<file path="src/rtl/matrix_stream_generator.sv">
// Operand stream source for the HLS matrix multiplier.
// Emits A (ramp) then B (scaled identity) as one AXI4-Stream frame of 2*DIM*DIM words,
// paced by a start delay after reset and an inter-frame gap; counts frames and flags completion.
module matrix_stream_generator #(
  parameter int unsigned DIM               = 6,
  parameter logic [31:0] A_BASE            = 32'd1,
  parameter logic [31:0] B_DIAG            = 32'd2,
  parameter logic [19:0] Start_Delay_Value = 20'd100,
  parameter logic [7:0]  Gap_Value         = 8'd4,
  parameter logic [7:0]  NUM_FRAMES        = 8'd1
) (
  input  logic        clk,
  input  logic        reset,
  input  logic        input_r_TREADY_0,
  output logic        input_r_TVALID_0,
  output logic [31:0] input_r_TDATA_0,
  output logic        input_r_TLAST_0,
  output logic [7:0]  Frame_Counter,
  output logic        Done
);

  localparam int unsigned WORDS = DIM * DIM;
  localparam int unsigned KW    = (WORDS > 1) ? $clog2(WORDS) : 1;
  localparam int unsigned RW    = (DIM > 1) ? $clog2(DIM) : 1;
  localparam logic [KW-1:0] K_LAST  = KW'(WORDS - 1);
  localparam logic [RW-1:0] RC_LAST = RW'(DIM - 1);
  // With a 1x1 matrix the first B word is also the last word of the frame.
  localparam logic FIRST_B_LAST = (WORDS == 1);

  typedef enum logic [2:0] {
    S_WAIT,
    S_SEND_A,
    S_SEND_B,
    S_GAP,
    S_DONE
  } state_t;

  state_t        state;
  logic [19:0]   dly_cnt;
  logic [KW-1:0] k_cnt;
  logic [RW-1:0] row;
  logic [RW-1:0] col;
  logic [7:0]    gap_cnt;

  logic          hs;
  logic          wait_done;
  logic          gap_done;
  logic [7:0]    fc_next;
  logic [RW-1:0] row_n;
  logic [RW-1:0] col_n;
  logic          b_last_n;

  // Handshake, pacing terminal counts and next B-matrix position.
  always_comb begin
    hs        = input_r_TVALID_0 & input_r_TREADY_0;
    wait_done = (Start_Delay_Value == '0) || (dly_cnt == Start_Delay_Value - 20'd1);
    gap_done  = (gap_cnt == Gap_Value - 8'd1);
    fc_next   = (Frame_Counter == 8'hFF) ? 8'hFF : Frame_Counter + 8'd1;
    if (col == RC_LAST) begin
      row_n = row + RW'(1);
      col_n = '0;
    end else begin
      row_n = row;
      col_n = col + RW'(1);
    end
    b_last_n = (row_n == RC_LAST) && (col_n == RC_LAST);
  end

  // Stream FSM with registered AXI4-Stream outputs and frame bookkeeping.
  always_ff @(posedge clk or negedge reset) begin
    if (!reset) begin
      state            <= S_WAIT;
      dly_cnt          <= '0;
      k_cnt            <= '0;
      row              <= '0;
      col              <= '0;
      gap_cnt          <= '0;
      input_r_TVALID_0 <= 1'b0;
      input_r_TDATA_0  <= '0;
      input_r_TLAST_0  <= 1'b0;
      Frame_Counter    <= '0;
      Done             <= 1'b0;
    end else begin
      case (state)
        S_WAIT: begin
          if (wait_done) begin
            state            <= S_SEND_A;
            dly_cnt          <= '0;
            k_cnt            <= '0;
            input_r_TVALID_0 <= 1'b1;
            input_r_TDATA_0  <= A_BASE;
            input_r_TLAST_0  <= 1'b0;
          end else begin
            dly_cnt <= dly_cnt + 20'd1;
          end
        end

        S_SEND_A: begin
          if (hs) begin
            if (k_cnt == K_LAST) begin
              state           <= S_SEND_B;
              k_cnt           <= '0;
              row             <= '0;
              col             <= '0;
              input_r_TDATA_0 <= B_DIAG;
              input_r_TLAST_0 <= FIRST_B_LAST;
            end else begin
              k_cnt           <= k_cnt + KW'(1);
              input_r_TDATA_0 <= input_r_TDATA_0 + 32'd1;
            end
          end
        end

        S_SEND_B: begin
          if (hs) begin
            if (input_r_TLAST_0) begin
              Frame_Counter   <= fc_next;
              input_r_TLAST_0 <= 1'b0;
              if ((NUM_FRAMES != '0) && (fc_next == NUM_FRAMES)) begin
                state            <= S_DONE;
                Done             <= 1'b1;
                input_r_TVALID_0 <= 1'b0;
              end else if (Gap_Value == '0) begin
                state            <= S_SEND_A;
                k_cnt            <= '0;
                input_r_TVALID_0 <= 1'b1;
                input_r_TDATA_0  <= A_BASE;
              end else begin
                state            <= S_GAP;
                gap_cnt          <= '0;
                input_r_TVALID_0 <= 1'b0;
              end
            end else begin
              row             <= row_n;
              col             <= col_n;
              input_r_TDATA_0 <= (row_n == col_n) ? B_DIAG : '0;
              input_r_TLAST_0 <= b_last_n;
            end
          end
        end

        S_GAP: begin
          if (gap_done) begin
            state            <= S_SEND_A;
            gap_cnt          <= '0;
            k_cnt            <= '0;
            input_r_TVALID_0 <= 1'b1;
            input_r_TDATA_0  <= A_BASE;
            input_r_TLAST_0  <= 1'b0;
          end else begin
            gap_cnt <= gap_cnt + 8'd1;
          end
        end

        S_DONE: begin
          input_r_TVALID_0 <= 1'b0;
        end

        default: begin
          state            <= S_WAIT;
          input_r_TVALID_0 <= 1'b0;
        end
      endcase
    end
  end

endmodule

</file>
<file path="config.mk">
export PLATFORM = sky130hd
export DESIGN_NAME = matrix_stream_generator
export DESIGN_NICKNAME = d
export VERILOG_FILES = /design/src/rtl/matrix_stream_generator.sv
export SDC_FILE = /design/constraint.sdc
export NUM_CORES = 1
export LEC_CHECK = 0
export CAP_MARGIN = 20
export CORE_AREA = 4 4 125 97
export CTS_CLUSTER_DIAMETER = 150
export DETAILED_ROUTE_END_ITERATION = 6
export DIE_AREA = 0 0 129 101
export GPL_TIMING_DRIVEN = 0
export PLACE_DENSITY_LB_ADDON = 0.2
export SYNTH_ARGS = -nofsm -noshare
export SYNTH_HDL_FRONTEND = slang
export SYNTH_SLANG_ARGS = --single-unit
export TNS_END_PERCENT = 100
</file>
<file path="constraint.sdc">
create_clock -name clk -period 3.3 [get_ports clk]
set_input_delay 0.66 -clock clk [delete_from_list [all_inputs] [get_ports clk]]
set_output_delay 0.66 -clock clk [all_outputs]
set_load 0.01 [all_outputs]
</file>
==> impl_metrics.csv, run 1 <==
group,metric,value,unit
run_status,outcome,"finished, final reports clean",
floorplanning,core,10800,µm²
floorplanning,row_count,33,
cts,cts_setup_buffers,0,
worst_setup_path,crit_path_max_incr_delay,560,ps
logic_synthesis,synth-compound-area-share,0.203,
final_layout,fillers,1026,
place,dp.cells,703,
timing,rsz0062_at_grt,"false",
logic_synthesis,synth_common_cells,"dfrtp_1 (86), nand2_1 (56), o21ai_0 (36), a31oi_1 (35), nand3_1 (33)",
cts,clk_pin_slew,60,ps
final_layout,nNetsFinal,583,
worst_setup_path,path_cells,"ha_1 > or4b_4 > o41ai_4 > nand3_4 > nor2_1 > buf_2 > mux2_2",
logic_synthesis,ys_ff_latch,86,
route,drt_iter0_drc,343,
timing,period_share,0.865,
worst_setup_path,critPathSlowestCell,"o41ai_4",
route,wl_per_cell,17.1,µm
logic_synthesis,synthTopCellsByArea,"dfrtp_1 (45%), a31oi_1 (4.6%), nand2_1 (4.4%), o21ai_0 (3.7%), nand3_1 (3.4%)",
worst_setup_path,arrival,3080,ps
timing,hold_viol,0,
grt,grt_pass1_wl,20.9,mm
worst_setup_path,reg2reg_to,"input_r_TDATA_0[0]",
timing,slew_headroom,0.325,
route,drc_errors,0,
timing,clock_skew,4.87,ps
floorplanning,die_h,101,µm
grt,antenna_found_initial,0,
grt,grt_pass1_vias,4083,
worst_setup_path,worstSetupPathType,"reg2reg",
pwr,powerDensity,353,nW/µm²
timing,tightest_slew,1000,ps
logic_synthesis,syn-num-nets,526,
logic_synthesis,synth_most_common_cell,"dfrtp_1",
logic_synthesis,syn-cell-area,4810,µm²
timing,setup_tns,0,ps
cts,cts_resized,0,
pwr,power.leakage,0.00240,µW
route,postRouteAntennaNets,0,
worst_setup_path,r2r_slack,450,ps
logic_synthesis,yosys.area_share.simple,0.263,
route,drt-vias-per-instance,6.06,
floorplanning,die_w,129,µm
route,totalWireLength,12.3,mm
route,wl_met1,6.05,mm
logic_synthesis,synth-adder-area-share,0.0156,
timing,fmax,350,MHz
cts,clockBufferDepth,2,
route,via_count,4353,
place,io_buffers,45,
route,maxUsedRoutingLayer,"met4",
worst_setup_path,critPathMaxFanout,10,
pwr,max-vdd-ir-drop,0.000252,V
timing,finalHoldWorstSlack,198,ps
cts,cts_max_level,3,
grt,grt-ovfl-total,0,
worst_setup_path,r2r-start,"gap_cnt[0]",
timing,setup_viol,0,
route,route.met2.wl,5.32,mm
logic_synthesis,synth_cell_types,73,
worst_setup_path,reg2regPathDepth,7,
place,dpl.hpwl,8.48,mm
logic_synthesis,synth_top_area_frac,0.447,
logic_synthesis,synthMuxAreaShare,0.0203,
logic_synthesis,synth-xor-area-share,0.0255,
logic_synthesis,yosysSeqAreaShare,0.447,
final_layout,insertedDiodeCount,0,
logic_synthesis,synth_cells,517,
worst_setup_path,cp_num_buf_inv,1,
logic_synthesis,post-synth-top-area-cell,"dfrtp_1",
final_layout,register_area,2150,µm²
route,first_pass_iters,5,
floorplanning,dieArea,13000,µm²
final_layout,syn_to_final_growth,19.2,%
worst_setup_path,crit_family,"simple AND/OR/NAND/NOR gates",
worst_setup_path,startpoint_type,"flop",
logic_synthesis,ys.flop_type,"dfrtp_1",
place,post_dp_cell_area,5460,µm²
floorplanning,io_pins,46,
cts,cts_inserted_buffers,9,
timing,fin_crit,2850,ps
timing,maxSlewViolCount,0,
cts,cts_root_buf,"clkbuf_16",
logic_synthesis,syn_area_per_cell,9.31,µm²
grt,grt_start_max_net_pins,68,
worst_setup_path,cp-end-kind,"flop",
logic_synthesis,synth_top_family_by_area,"simple AND/OR/NAND/NOR gates",
logic_synthesis,yosys_warnings,0,
final_layout,fin_cells,718,
worst_setup_path,cp.required,3530,ps
cts,cts_sinks,86,
grt,grtUsageTotal,0.199,
logic_synthesis,synth-async-reset-ratio,1.00,
cts,clock_latency,340,ps
final_layout,final_cell_area,5740,µm²
cts,cts_tree,"yes",
route,met3_length,757,µm
run,drv_cap,0,
floorplanning,start_util,0.445,
final_layout,multi_input_area,2540,µm²
min_path,hold_path.class,"in2async",
place,place.gp.congestion,0.840,
final_layout,final_layout_size_suffix_gt1_frac,0.0934,
logic_synthesis,synth_edf_count,0,
cts,ctsHoldBuffers,0,
## worst reg2reg max path, delay by kind of cell, from the launching register on
family                     cells  cell delay, ps
and+or+nand+nor                3             920
AOI/OAI and AO/OA              1             560
DFF                            1             390
muxes                          1             360
buffers and inverters          1             270
adders and majority gates      1             230
## sequential cells by signal (all words and copies together), names as in the netlist, 3 cells and up
name             flops
state                3
gap_cnt              8
col                  3
input_r_TDATA_0     32
row                  3
dly_cnt             20
k_cnt                6
Frame_Counter        8
## worst max path at each step
stage / depth (start not counted) / end / startpoint / slack [ps]
after CTS: 7 / input_r_TDATA_0[22] / state[1] / 190
after floorplan: 7 / input_r_TDATA_0[0] / gap_cnt[0] / 860
after global routing: 7 / input_r_TDATA_0[0] / gap_cnt[0] / 250
after detailed placement: 7 / input_r_TDATA_0[22] / state[1] / 200
final: 7 / input_r_TDATA_0[0] / gap_cnt[0] / 450
after global placement: 1 / Frame_Counter[4] / reset / -1760
## layout make-up
type	instances	share of cell area
repair buffers	46	0.0829
inverters	3	0.00196
plain buffers	21	0.0192
multi-input cells	407	0.443
flip-flops and latches	86	0.375
clock inverters	1	0.000873
clock buffers	14	0.0460
well taps	140	0.0305
## cells in the final DEF (no fill, tap or decap), types with 3 or more instances in the layout
master and instances:
dfrtp_1 86, nand2_1 56, clkdlybuf4s50_1 44, o21ai_0 36
a31oi_1 35, nand3_1 33, nor2_1 31, a21oi_1 23
and3_1 18, nand4_1 16, clkbuf_1 15, nor3_1 10
nor4_1 10, clkbuf_16 9, xnor2_1 8, nand2b_1 8
and2_1 7, buf_2 6, xor2_1 6, mux2_2 6
a41oi_1 6, ha_1 6, and4_1 5, o21a_1 5
a211o_1 5, o31ai_1 5, or4_1 4, a22o_1 4
clkbuf_8 4, or3b_2 3, inv_1 3, mux2i_1 3
o211ai_1 3, or3_1 3, and3_2 3, a21o_1 3
## kinds of logic (layout without fill, tap and decap cells)
group                      count (synthesis)  count (layout)
muxes                                      9               9
buffers and inverters                     24              85
and+or+nand+nor                          231             231
adders and majority gates                  6               6
AOI/OAI and AO/OA                        147             147
xor gates and xnor gates                  14              14
DFF                                       86              86
## per-stage QoR
step | worst slack [ps] | utilization | power (µW)
after floorplan | 858 | - | 1080
after global placement | -1760 | 0.503 | 1100
after detailed placement | 205 | 0.505 | 1100
after CTS | 191 | 0.530 | 2050
after global routing | 255 | 0.530 | 2100
final | 445 | 0.530 | 2030
## per-layer routing
metal | up-vias | global-route usage
met5 | - | 0
met4 | 0 | 0.0613
met3 | 16 | 0.0530
met2 | 138 | 0.285
met1 | 2102 | 0.292
li1 | 2097 | -
## where the power goes
group | internal (µW) | switching (µW)
clock | 547 | 397
combinational | 5.68 | 23.3
sequential | 1050 | 0
Power figures use the tool's default switching activity.
==> run 2: changes to the inputs <==
Settings changed: SLEW_MARGIN set to 25.
==> run 2 against run 1 <==
Net effect: via count rose by 1.9%; highest routed layer unchanged; non-clock buffer count did not move; critical endpoint unchanged; setup slack got worse by 29 ps; flip-flop and latch count did not move; largest cell class unchanged; count of clock-buffer cells in the layout fell by 4.
==> impl_metrics.csv, run 2 (synthesis gave the netlist of run 1 again) <==
group,metric,value,unit
pwr,max-vdd-ir-drop,0.000287,V
floorplanning,row_count,33,
route,totalWireLength,12.3,mm
final_layout,final_common_cell,"dfrtp_1",
floorplanning,die_w,129,µm
final_layout,largestRegisters,"input_r_TDATA_0: 32 flops, dly_cnt: 20 flops",
worst_setup_path,worstSetupPathType,"reg2reg",
place,dpl.hpwl,8.51,mm
worst_setup_path,cp-end-kind,"flop",
timing,fin_crit,2880,ps
timing,setup_viol,0,
cts,clk_pin_slew,70,ps
pwr,pwr-share-seq,0.482,
cts,clock_latency,340,ps
place,io_buffers,45,
grt,antenna_found_initial,0,
grt,grt-ovfl-total,0,
cts,cts_setup_buffers,0,
final_layout,insertedDiodeCount,0,
final_layout,layout_common_cells,"dfrtp_1 (86), nand2_1 (56), clkdlybuf4s50_1 (44)",
timing,period_share,0.874,
route,via_count,4434,
worst_setup_path,r2r_slack,420,ps
cts,cts_max_level,3,
timing,final.setup.worst_slack,416,ps
final_layout,nNetsFinal,583,
worst_setup_path,arrival,3110,ps
worst_setup_path,critPathMaxFanout,10,
worst_setup_path,cp.required,3520,ps
pwr,combinationalPowerShare,0.013,
route,drc_errors,0,
min_path,hold_path.class,"in2async",
final_layout,largest-register,"input_r_TDATA_0",
timing,maxSlewViolCount,0,
timing,slew_headroom,0.276,
grt,grt_pass1_wl,20.8,mm
pwr,power.internal,1740,µW
cts,cts_resized,0,
grt,grtUsageTotal,0.195,
route,drt-vias-per-instance,6.17,
route,postRouteAntennaNets,0,
cts,ctsHoldBuffers,0,
worst_setup_path,crit_path_max_incr_delay,570,ps
timing,clock_skew,5.37,ps
floorplanning,die_h,101,µm
timing,tightest_slew,1080,ps
worst_setup_path,critPathSlowestCell,"o41ai_4",
floorplanning,dieArea,13000,µm²
route,wl_per_cell,17.1,µm
place,place.gp.congestion,0.840,
timing,setup_tns,0,ps
grt,grt_start_max_net_pins,64,
timing,hold_viol,0,
worst_setup_path,startpoint_type,"flop",
timing,rsz0062_at_grt,"false",
run_status,outcome,"finished, final reports clean",
worst_setup_path,path_cells,"ha_1 > or4b_4 > o41ai_4 > nand3_4 > nor2_1 > buf_2 > mux2_2",
cts,cts_sinks,86,
timing,fmax,347,MHz
final_layout,largest_reg_flops,32,
cts,cts_inserted_buffers,9,
pwr,powerDensity,377,nW/µm²
final_layout,final_layout_size_suffix_gt1_frac,0.100,
cts,cts_root_buf,"clkbuf_16",
timing,finalHoldWorstSlack,165,ps
pwr,p_sw_frac,0.204,
floorplanning,io_pins,46,
grt,grt_pass1_vias,4106,
run,drv_cap,0,
final_layout,syn_to_final_growth,20.4,%
route,drt_iter0_drc,270,
route,first_pass_iters,5,
floorplanning,core,10800,µm²
floorplanning,start_util,0.445,
cts,clockBufferDepth,2,
place,place_ws,205,ps
cts,cts_tree,"yes",
pwr,power_frac_clock,0.505,
pwr,p_sw,446,µW
pwr,power.leakage,0.00242,µW
## run 2: cell types whose count changed in the layout (fill, tap and decap cells not counted), sizes merged
| cell | previous run | this run |
|---|---|---|
| clkbuf | 28 | 24 |
| bufinv | 0 | 2 |
| clkinvlp | 0 | 2 |
| clkinv | 1 | 2 |
## run 2: metrics by stage
step / instances / instance area, µm² / power [µW] / utilization
after global routing: 719 / 5790 / 2260 / 0.536
after global placement: 702 / 5440 / 1100 / 0.503
after floorplan: 517 / 4810 / 1080 / -
final: 719 / 5790 / 2190 / 0.536
after CTS: 719 / 5790 / 2210 / 0.535
after detailed placement: 703 / 5470 / 1110 / 0.505
## run 2: worst paths after layout
check                      cells past startpoint        start             endpoint
max in group asynchronous                      2        reset     Frame_Counter[4]
hold reg to reg                                1  dly_cnt[19]          dly_cnt[19]
hold / removal                                 1        reset  input_r_TDATA_0[28]
setup / recovery                               7   gap_cnt[0]   input_r_TDATA_0[0]
min in group clk                               1  dly_cnt[19]          dly_cnt[19]
setup reg to reg                               7   gap_cnt[0]   input_r_TDATA_0[0]
## run 2: critical path: cells and delay by family, from the launching register on
kind | cells | cell delay [ps]
muxes | 1 | 370
adders and majority gates | 1 | 220
and+or+nand+nor | 3 | 930
DFF | 1 | 400
buffers and inverters | 1 | 280
AOI/OAI and AO/OA | 1 | 570
## run 2: per-layer routing
layer	global-route usage	share of wire	vias to the layer above
met2	0.284	0.44	151
met1	0.290	0.50	2179
met3	0.0450	0.057	11
met5	0	0	-
met4	0.0549	0.0092	0
li1	-	-	2093
## run 2: power groups by stage
stage,sequential [µW],combinational [µW],clock (µW)
final,1050,29.3,1100
after global routing,1050,34.7,1170
after CTS,1050,31.4,1130
after detailed placement,1070,31.3,0
after global placement,1070,27.5,0
after floorplan,1070,1.87,0
## run 2: area by class of cell
cell class,count,area [µm²]
sequential,86,2150
clock inverter,6,85.1
fill,1001,5020
inverter,3,11.3
multi-input combinational,407,2540
buffer,21,110
clock buffer,10,239
tap,140,175
timing repair buffer,46,479
